--- config.mk ---
export PLATFORM = sky130hd
export DESIGN_NAME = mem_arb_ram
export DESIGN_NICKNAME = d
export VERILOG_FILES = /design/src/rtl/mem_arb_pkg.sv /design/src/rtl/mem_arb_ram_rr_arbiter.sv /design/src/rtl/mem_arb_ram.sv
export SDC_FILE = /design/constraint.sdc
export NUM_CORES = 1
export LEC_CHECK = 0
export CORE_ASPECT_RATIO = 1.2
export CORE_UTILIZATION = 45
export CTS_BUF_LIST = sky130_fd_sc_hd__clkbuf_16
export CTS_CLUSTER_SIZE = 28
export DETAILED_ROUTE_END_ITERATION = 12
export PLACE_DENSITY = 0.83
export SLEW_MARGIN = 20
export SYNTH_ARGS = -nofsm -noshare
export SYNTH_HDL_FRONTEND = slang
export SYNTH_SLANG_ARGS = --single-unit
--- constraint.sdc ---
create_clock -name clk -period 4.15 [get_ports clk]
set_input_delay 0.415 -clock clk [delete_from_list [all_inputs] [get_ports clk]]
set_output_delay 0.415 -clock clk [all_outputs]
set_load 0.05 [all_outputs]
--- src/rtl/mem_arb_pkg.sv ---
// Shared types and sizing helpers for the multi-channel arbitrated RAM target.
package mem_arb_pkg;

  localparam int CNT_W = 16;

  typedef enum logic {
    OP_RD = 1'b0,
    OP_WR = 1'b1
  } op_e;

  // A single channel still needs a 1-bit index so ports never collapse to zero width.
  function automatic int idx_w(input int n);
    return (n > 1) ? $clog2(n) : 1;
  endfunction

endpackage

--- src/rtl/mem_arb_ram_rr_arbiter.sv ---
// Combinational round-robin arbiter: searches ptr, ptr+1, ... mod N and grants the first requester.
module rr_arbiter
  import mem_arb_pkg::*;
#(
  parameter int N  = 4,
  parameter int IW = idx_w(N)
) (
  input  logic [N-1:0]  req,
  input  logic [IW-1:0] ptr,
  output logic [N-1:0]  gnt,
  output logic [IW-1:0] gnt_idx,
  output logic          gnt_any
);

  localparam logic [IW:0] N_EXT = (IW+1)'(N);

  always_comb begin
    logic [IW:0] pos;
    gnt     = '0;
    gnt_idx = '0;
    gnt_any = 1'b0;
    pos     = '0;
    for (int i = 0; i < N; i++) begin
      // One extra bit holds ptr+i before the modulo wrap.
      pos = {1'b0, ptr} + (IW+1)'(i);
      if (pos >= N_EXT) pos = pos - N_EXT;
      if (!gnt_any && req[pos[IW-1:0]]) begin
        gnt[pos[IW-1:0]] = 1'b1;
        gnt_idx          = pos[IW-1:0];
        gnt_any          = 1'b1;
      end
    end
  end

endmodule

--- src/rtl/mem_arb_ram.sv ---
// N-channel register-file RAM target with round-robin grant and a 1-cycle registered read return.
// Optional per-channel grant counters are built when MEM_ARB_STATS_EN is defined.
module mem_arb_ram
  import mem_arb_pkg::*;
#(
  parameter int N_CH   = 4,
  parameter int ADDR_W = 4,
  parameter int DATA_W = 8,
  parameter int DEPTH  = 16
) (
  input  logic                     clk,
  input  logic                     rst_n,
  input  logic [N_CH-1:0]          req,
  input  logic [N_CH-1:0]          we,
  input  logic [N_CH*ADDR_W-1:0]   addr,
  input  logic [N_CH*DATA_W-1:0]   wdata,
  output logic [N_CH-1:0]          gnt,
  output logic [N_CH-1:0]          rvalid,
  output logic [DATA_W-1:0]        rdata,
  input  logic                     stat_clr,
  output logic [N_CH*CNT_W-1:0]    stat_cnt
);

  localparam int IW = idx_w(N_CH);
  localparam logic [ADDR_W:0] DEPTH_L = (ADDR_W+1)'(DEPTH);

  logic [N_CH-1:0]   arb_gnt;
  logic [IW-1:0]     gnt_idx;
  logic              gnt_any;
  logic              xfer;
  logic [IW-1:0]     ptr_q, ptr_d;
  logic [N_CH-1:0]   rvalid_q, rvalid_d;
  logic [DATA_W-1:0] rdata_q, rdata_d;
  logic [DATA_W-1:0] mem [DEPTH];
  logic [ADDR_W-1:0] sel_addr;
  logic [DATA_W-1:0] sel_wdata;
  op_e               sel_op;
  logic              in_range;

  rr_arbiter #(.N(N_CH), .IW(IW)) u_arb (
    .req     (req),
    .ptr     (ptr_q),
    .gnt     (arb_gnt),
    .gnt_idx (gnt_idx),
    .gnt_any (gnt_any)
  );

  assign gnt  = rst_n ? arb_gnt : '0;
  assign xfer = gnt_any & rst_n;

  always_comb begin
    sel_addr  = '0;
    sel_wdata = '0;
    sel_op    = OP_RD;
    for (int i = 0; i < N_CH; i++) begin
      if (gnt[i]) begin
        sel_addr  = addr[i*ADDR_W +: ADDR_W];
        sel_wdata = wdata[i*DATA_W +: DATA_W];
        sel_op    = op_e'(we[i]);
      end
    end
  end

  assign in_range = {1'b0, sel_addr} < DEPTH_L;

  always_comb begin
    ptr_d    = ptr_q;
    rvalid_d = '0;
    rdata_d  = rdata_q;
    if (xfer) begin
      ptr_d = (gnt_idx == IW'(N_CH-1)) ? '0 : gnt_idx + IW'(1);
      if (sel_op == OP_RD) begin
        rvalid_d = gnt;
        rdata_d  = in_range ? mem[sel_addr] : '0;
      end
    end
  end

  always_ff @(posedge clk or negedge rst_n) begin
    if (!rst_n) begin
      ptr_q    <= '0;
      rvalid_q <= '0;
      rdata_q  <= '0;
    end else begin
      ptr_q    <= ptr_d;
      rvalid_q <= rvalid_d;
      rdata_q  <= rdata_d;
    end
  end

  // RAM contents survive reset; out-of-range writes are dropped.
  always_ff @(posedge clk) begin
    if (xfer && sel_op == OP_WR && in_range) mem[sel_addr] <= sel_wdata;
  end

  assign rvalid = rvalid_q;
  assign rdata  = rdata_q;

`ifdef MEM_ARB_STATS_EN
  logic [CNT_W-1:0] cnt_q [N_CH];
  logic [CNT_W-1:0] cnt_d [N_CH];

  // Clear takes precedence over a same-cycle grant; counts saturate at all-ones.
  always_comb begin
    for (int i = 0; i < N_CH; i++) begin
      cnt_d[i] = cnt_q[i];
      if (stat_clr)                        cnt_d[i] = '0;
      else if (gnt[i] && cnt_q[i] != '1)   cnt_d[i] = cnt_q[i] + CNT_W'(1);
    end
  end

  always_ff @(posedge clk or negedge rst_n) begin
    if (!rst_n) begin
      for (int i = 0; i < N_CH; i++) cnt_q[i] <= '0;
    end else begin
      for (int i = 0; i < N_CH; i++) cnt_q[i] <= cnt_d[i];
    end
  end

  always_comb begin
    stat_cnt = '0;
    for (int i = 0; i < N_CH; i++) stat_cnt[i*CNT_W +: CNT_W] = cnt_q[i];
  end
`else
  logic unused_stat_clr;
  assign unused_stat_clr = stat_clr;
  assign stat_cnt        = '0;
`endif

endmodule

==> impl_metrics.env <==
export IMPL_outcome="completed"
export IMPL_p_per_area_nw_per_um2=977
export IMPL_area_delta_synth_final_pct=24.2
export IMPL_synth_edf_count=128
export IMPL_cp_num_buf_inv=2
export IMPL_die_h_um=139
export IMPL_finalPower_uw=8540
export IMPL_grt_pass1_vias=5196
export IMPL_cp_max_fo=12
export IMPL_grt_max_degree=65
export IMPL_first_pass_iters=6
export IMPL_cts_buffer_depth=2
export IMPL_ctsResizeCount=0
export IMPL_drive_gt1_share_pct=15.4
export IMPL_coreArea_um2=15100
export IMPL_hpwl_um=11700
export IMPL_start_util_pct=46.5
export IMPL_diodes=0
export IMPL_period_share_pct=95.2
export IMPL_gp_congestion=0.912
export IMPL_endpoint_kind="flip-flop"
export IMPL_ir_drop_mv=0.525
export IMPL_avgSynthCellArea_um2=11.4
export IMPL_dieArea_um2=16200
export IMPL_antenna_found_initial=0
export IMPL_overflow=0
export IMPL_worstMarginPinSlew_ns=1.15
export IMPL_seqCellArea_um2=4190
export IMPL_min_path_type="in2async"
export IMPL_critPathKind="reg2reg"
export IMPL_portBuffers=73
export IMPL_fill_cells=1147
export IMPL_fin_skew_ns=0.00351
export IMPL_synth_async_reset_ratio_pct=9.86
export IMPL_start_kind="flip-flop"
export IMPL_synth_seq_area_share_pct=59.5
export IMPL_finalSetupViolations=0
export IMPL_fin_nets=800
export IMPL_ys_ff_latch=142
export IMPL_route_detailed_drc=0
export IMPL_clk_latency_ns=0.42
export IMPL_layout_cells_non_filler=949
export IMPL_yosysWarnings=0
export IMPL_cts_sinks=142
export IMPL_synth_top_cells_by_area="edfxtp_1 (55%), buf_4 (7.1%), nand2_1 (5.6%)"
export IMPL_hold_buffers=0
export IMPL_final_hold_viol_count=0
export IMPL_vias_per_cell=5.70
export IMPL_rsz0062_at_grt="false"
export IMPL_arrival_ns=4.28
export IMPL_dpl_cell_count=918
export IMPL_synth_top_cell_area_share_pct=54.6
export IMPL_holdWs_ns=0.396
export IMPL_vias=5411
export IMPL_crit_chain="inv_1 > ha_1 > or3b_1 > buf_4 > a21o_1 > a21boi_0 > o2111ai_1 > o22ai_1 > a31o_2 > a21oi_1 > a221oi_1 > o21ai_1 > a31oi_1"
export IMPL_grt_pass1_wl_um=27600
export IMPL_post_route_min_period_ns=3.95
export IMPL_yosysTopAreaCell="edfxtp_1"
export IMPL_drtAntennaViolNets=0
export IMPL_tritoncts="done"
export IMPL_fmaxAchievable_ghz=0.253
export IMPL_wl_per_cell_um=19.3
export IMPL_postCtsSetupBuffers=0
export IMPL_cpPeakStageDelay_ns=0.47
export IMPL_numCtsBuffers=17
export IMPL_ys_flop_type="edfxtp_1"
export IMPL_synth_cells=619
export IMPL_synth_distinct_cells=54
export IMPL_final_max_slew_violation_count=0
export IMPL_leakagePower_uw=0.00324
export IMPL_slowest_stage="a221oi_1"
export IMPL_clkTransAtPathRegs_ns=0.06
export IMPL_netlist_area_um2=7050
export IMPL_drtIter0Drc=548
export IMPL_path_delay_family="compound AO/OA/AOI/OAI gates"
export IMPL_rows=49
export IMPL_required_ns=4.47
export IMPL_io_pins=139
export IMPL_htree_levels=4
export IMPL_multiInputGateArea_um2=2400
export IMPL_track_usage_pct=23.3
export IMPL_drt_wl_total_um=18300
export IMPL_drv_cap=0
export IMPL_cts_root_buffer="clkbuf_16"
export IMPL_die_x_um=116
export IMPL_relSlewSlack_pct=23.0
layout make-up:
type / count / area share, %
well taps: 204 / 2.92
inverters: 7 / 0.300
clock buffers: 17 / 4.86
multi-input cells: 432 / 27.4
repair buffers: 133 / 14.6
flip-flops and latches: 142 / 47.9
clock inverters: 14 / 2.00
power breakdown:
part / internal (µW) / total [µW] / leakage, µW / switching (µW)
combinational: 1590 / 4720 / 0.00160 / 3120
clock: 990 / 1540 / 0.000298 / 551
sequential: 2210 / 2290 / 0.00134 / 79.6
logic make-up after synthesis:
group           after synthesis  synth area share, %
buf+inv                     108                 10.2
compound gates              176                 16.3
other cells                   1               0.0532
fa+ha+maj                     8                 1.42
flops                       142                 59.5
simple gates                178                 11.1
mux                           6                 1.39
registers in the layout (all words and copies together) (netlist names), named ones only:
register,count
ptr_q,1
rdata,8
rvalid,4
mem,128
Yosys cell counts (5+ instances only):
master    number
a221o_1        8
buf_2         19
ha_1           8
inv_1          6
buf_6          5
buf_4         67
a21oi_1       74
a221oi_1      18
a22oi_1        8
clkbuf_1       7
dfrtp_1       14
nor2_1        34
nand3_1       16
o21ai_0       25
nand2_1      105
a31oi_1        9
edfxtp_1     128
o21ai_1        8
metal layers:
layer	share of wire [%]	routed length, µm	vias up	GRT usage (%)
met3	8.6	1590	79	5.73
met4	5.5	1010	0	13.0
met1	34	6280	2567	25.6
met5	0	0	-	0
met2	52	9460	392	40.3
li1	-	-	2373	-
metrics by stage:
| step | setup WS, ns | setup TNS (ns) | utilization (%) | instance area, µm² |
|---|---|---|---|---|
| after floorplan | 0.111 | 0 | - | 7280 |
| after global placement | 0.0158 | 0 | 53.7 | 8130 |
| after detailed placement | -0.0914 | -1.08 | 53.7 | 8130 |
| after CTS | 0.0762 | 0 | 57.6 | 8730 |
| after global routing | 0.0809 | 0 | 57.8 | 8750 |
| final | 0.198 | 0 | 57.8 | 8750 |
worst reg2reg max path: stages, from the launching register on:
cell and delay (ns):
dfrtp_1 0.35, inv_1 0.06, ha_1 0.39, or3b_1 0.39, buf_4 0.15, a21o_1 0.18
a21boi_0 0.29, o2111ai_1 0.29, o22ai_1 0.35, a31o_2 0.39, a21oi_1 0.08, a221oi_1 0.47
o21ai_1 0.22, a31oi_1 0.25
worst paths after layout:
path / start / end / slack (ns) / cells past startpoint
hold reg to reg: rdata[3] / rdata[3] / 0.55 / 2
setup reg to reg: flip-flop / rdata[6] / 0.20 / 13
max in group asynchronous: rst_n / rdata[4] / 3.52 / 2
hold / removal: rst_n / ptr_q[1] / 0.40 / 2
min in group clk: rdata[3] / rdata[3] / 0.55 / 2
setup / recovery: flip-flop / rdata[6] / 0.20 / 13
placed cells by master (no fill, tap or decap), types with 8 or more instances in the layout:
| cell | instances |
|---|---|
| o21ai_0 | 16 |
| a31oi_1 | 9 |
| o21ai_1 | 14 |
| clkbuf_16 | 17 |
| nor2_1 | 32 |
| nand3_1 | 16 |
| clkdlybuf4s50_1 | 70 |
| a21oi_1 | 74 |
| a221o_1 | 8 |
| buf_12 | 8 |
| ha_1 | 8 |
| dfrtp_1 | 14 |
| a221oi_1 | 17 |
| buf_4 | 55 |
| conb_1 | 64 |
| clkinv_2 | 8 |
| nand2_1 | 105 |
| a22oi_1 | 8 |
| edfxtp_1 | 128 |
Note: power is estimated with default switching activity, not from simulation.
==> patch (config.mk and constraints unchanged) <==
The option `MEM_ARB_STATS_EN` is turned on by a define.
--- a/src/rtl/mem_arb_ram.sv
+++ b/src/rtl/mem_arb_ram.sv
@@ -1,5 +1,7 @@
 // N-channel register-file RAM target with round-robin grant and a 1-cycle registered read return.
 // Optional per-channel grant counters are built when MEM_ARB_STATS_EN is defined.
+`define MEM_ARB_STATS_EN
+
 module mem_arb_ram
   import mem_arb_pkg::*;
 #(
Check against the original RTL: not equivalent (a bounded check fails within 4 cycles, from zero or initial values and one cycle with rst_n low).
==> patch against the unedited design <==
  * Cell area rose by 47%
  * Sequential share of layout area fell by 2.8 points
  * First-iteration DRC count rose by 45%
  * Routed wire length rose by 50%
  * Hold slack improved by 0.013 ns
  * Setup slack improved by 0.0080 ns
  * Sequential cell count rose by 64
  * Power rose by 15%
  * The run now ends with design-rule violations left
  * Clock power rose by 20%
  * Clock skew rose by 0.012 ns
  * Area after synthesis rose by 44%
==> patch: results (changes against the unedited design) <==
INFO  metric buffer_area_share = 15.2% (+0.61 points)
INFO  metric detailed_route_wirelength_on_metal2 = 13,700 um (+45%)
INFO  metric design.final.nets = 1,137 (+42%)
INFO  metric clkTransAtPathRegs = 0.08 ns (+0.02 ns)
INFO  metric grt_first_pass_wirelength = 43,600 um (+58%)
INFO  metric ff2ff_path_depth = 15 (+2)
INFO  metric post-route-drc-count = 2 (+2)
INFO  metric met1_track_usage_gr = 29.2% (+3.6 points)
INFO  metric run_status = finished, violations left
INFO  metric drt-pass1-iter-count = 10 (+4)
INFO  metric crit_slowest_cell = sky130_fd_sc_hd__o21ai_4
INFO  metric postSynth.asyncResetShare = 37.9% (+28 points)
INFO  metric worst-path-max-fanout = 36 (+24)
INFO  metric dp_worst_setup_slack = 0.0465 ns (+0.138 ns)
INFO  metric vdd.ir_drop.worst = 0.557 mV (+6.1%)
INFO  metric post_drt_via_cell_ratio = 6.05 (+6.1%)
INFO  metric buffers = 197 (+48%)
INFO  metric violations = design-rule violations
INFO  metric cts-root-to-sink-buffers = 3 (+1)
INFO  metric total_power = 9.85 mW (+15%)
INFO  metric worst_path_largest_cell_delay = 0.39 ns (-0.08 ns)
INFO  metric initialDrtViolationCount = 793 (+45%)
INFO  metric nFillCells = 1,658 (+45%)
INFO  metric nClkBuffers = 22 (+5)
INFO  metric critical_path_capture_point = mem[10][1]
INFO  metric clock_cell_area_share = 5.27% (-1.6 points)
INFO  metric layout_setup_ws = 0.206 ns (+0.00797 ns)
INFO  metric htreeDepth = 1 (-3)
INFO  metric area.sequential = 0.00580 sq mm (+38%)
INFO  metric worst_skew_pair.late_latency = 0.50 ns (+0.08 ns)
INFO  metric multi_input_gates = 614 (+42%)
INFO  metric layout_cells_sized_above_1 = 12.4% (-3.0 points)
INFO  metric gr-usage-met3 = 5.26% (-0.46 points)
INFO  metric met2_layer_usage_reported_by_global_route = 41.7% (+1.4 points)
INFO  metric sequential_cell_total = 206 (+45%)
INFO  metric p_leak = 4.68 nW (+45%)
INFO  metric post_synth_main_area_contributors = sky130_fd_sc_hd__edfxtp_1 (38%), sky130_fd_sc_hd__dfrtp_1 (19%), sky130_fd_sc_hd__nand3_1 (4.8%)
INFO  metric cts_inserted_buffers = 21 (+4)
INFO  metric worst_margin_slew = 0.823 ns (-0.325 ns)
-- patch: cell types whose count changed in the layout (fill, tap and decap cells not counted), sizes merged, moves of 22 or more --
cell / delta
nand3: +81
xnor2: +22
conb: -64
nand2: -59
a21oi: -42
o21ai: +56
dfrtp: +64
inv: +27
nor2: +52
clkdlybuf4s50: +62
-- patch: cells by family after synthesis --
logic type                 share of synthesized area [%]
AOI/OAI and AO/OA                                   16.5
xor gates and xnor gates                            3.62
adders and majority gates                           1.48
buffers and inverters                               4.02
DFF                                                 57.0
muxes                                               1.82
and+or+nand+nor                                     15.6
-- patch: stage by stage --
step | cells | hold WS, ns | utilization [%] | area (sq um)
2_1_floorplan | 902 | 0.119 | - | 10200
3_3_place_gp | 1316 | 0.385 | 55.4 | 12100
3_5_place_dp | 1316 | 0.390 | 55.4 | 12100
4_1_cts | 1354 | 0.396 | 58.5 | 12800
5_1_grt | 1354 | 0.425 | 58.5 | 12800
6_report | 1354 | 0.408 | 58.5 | 12800
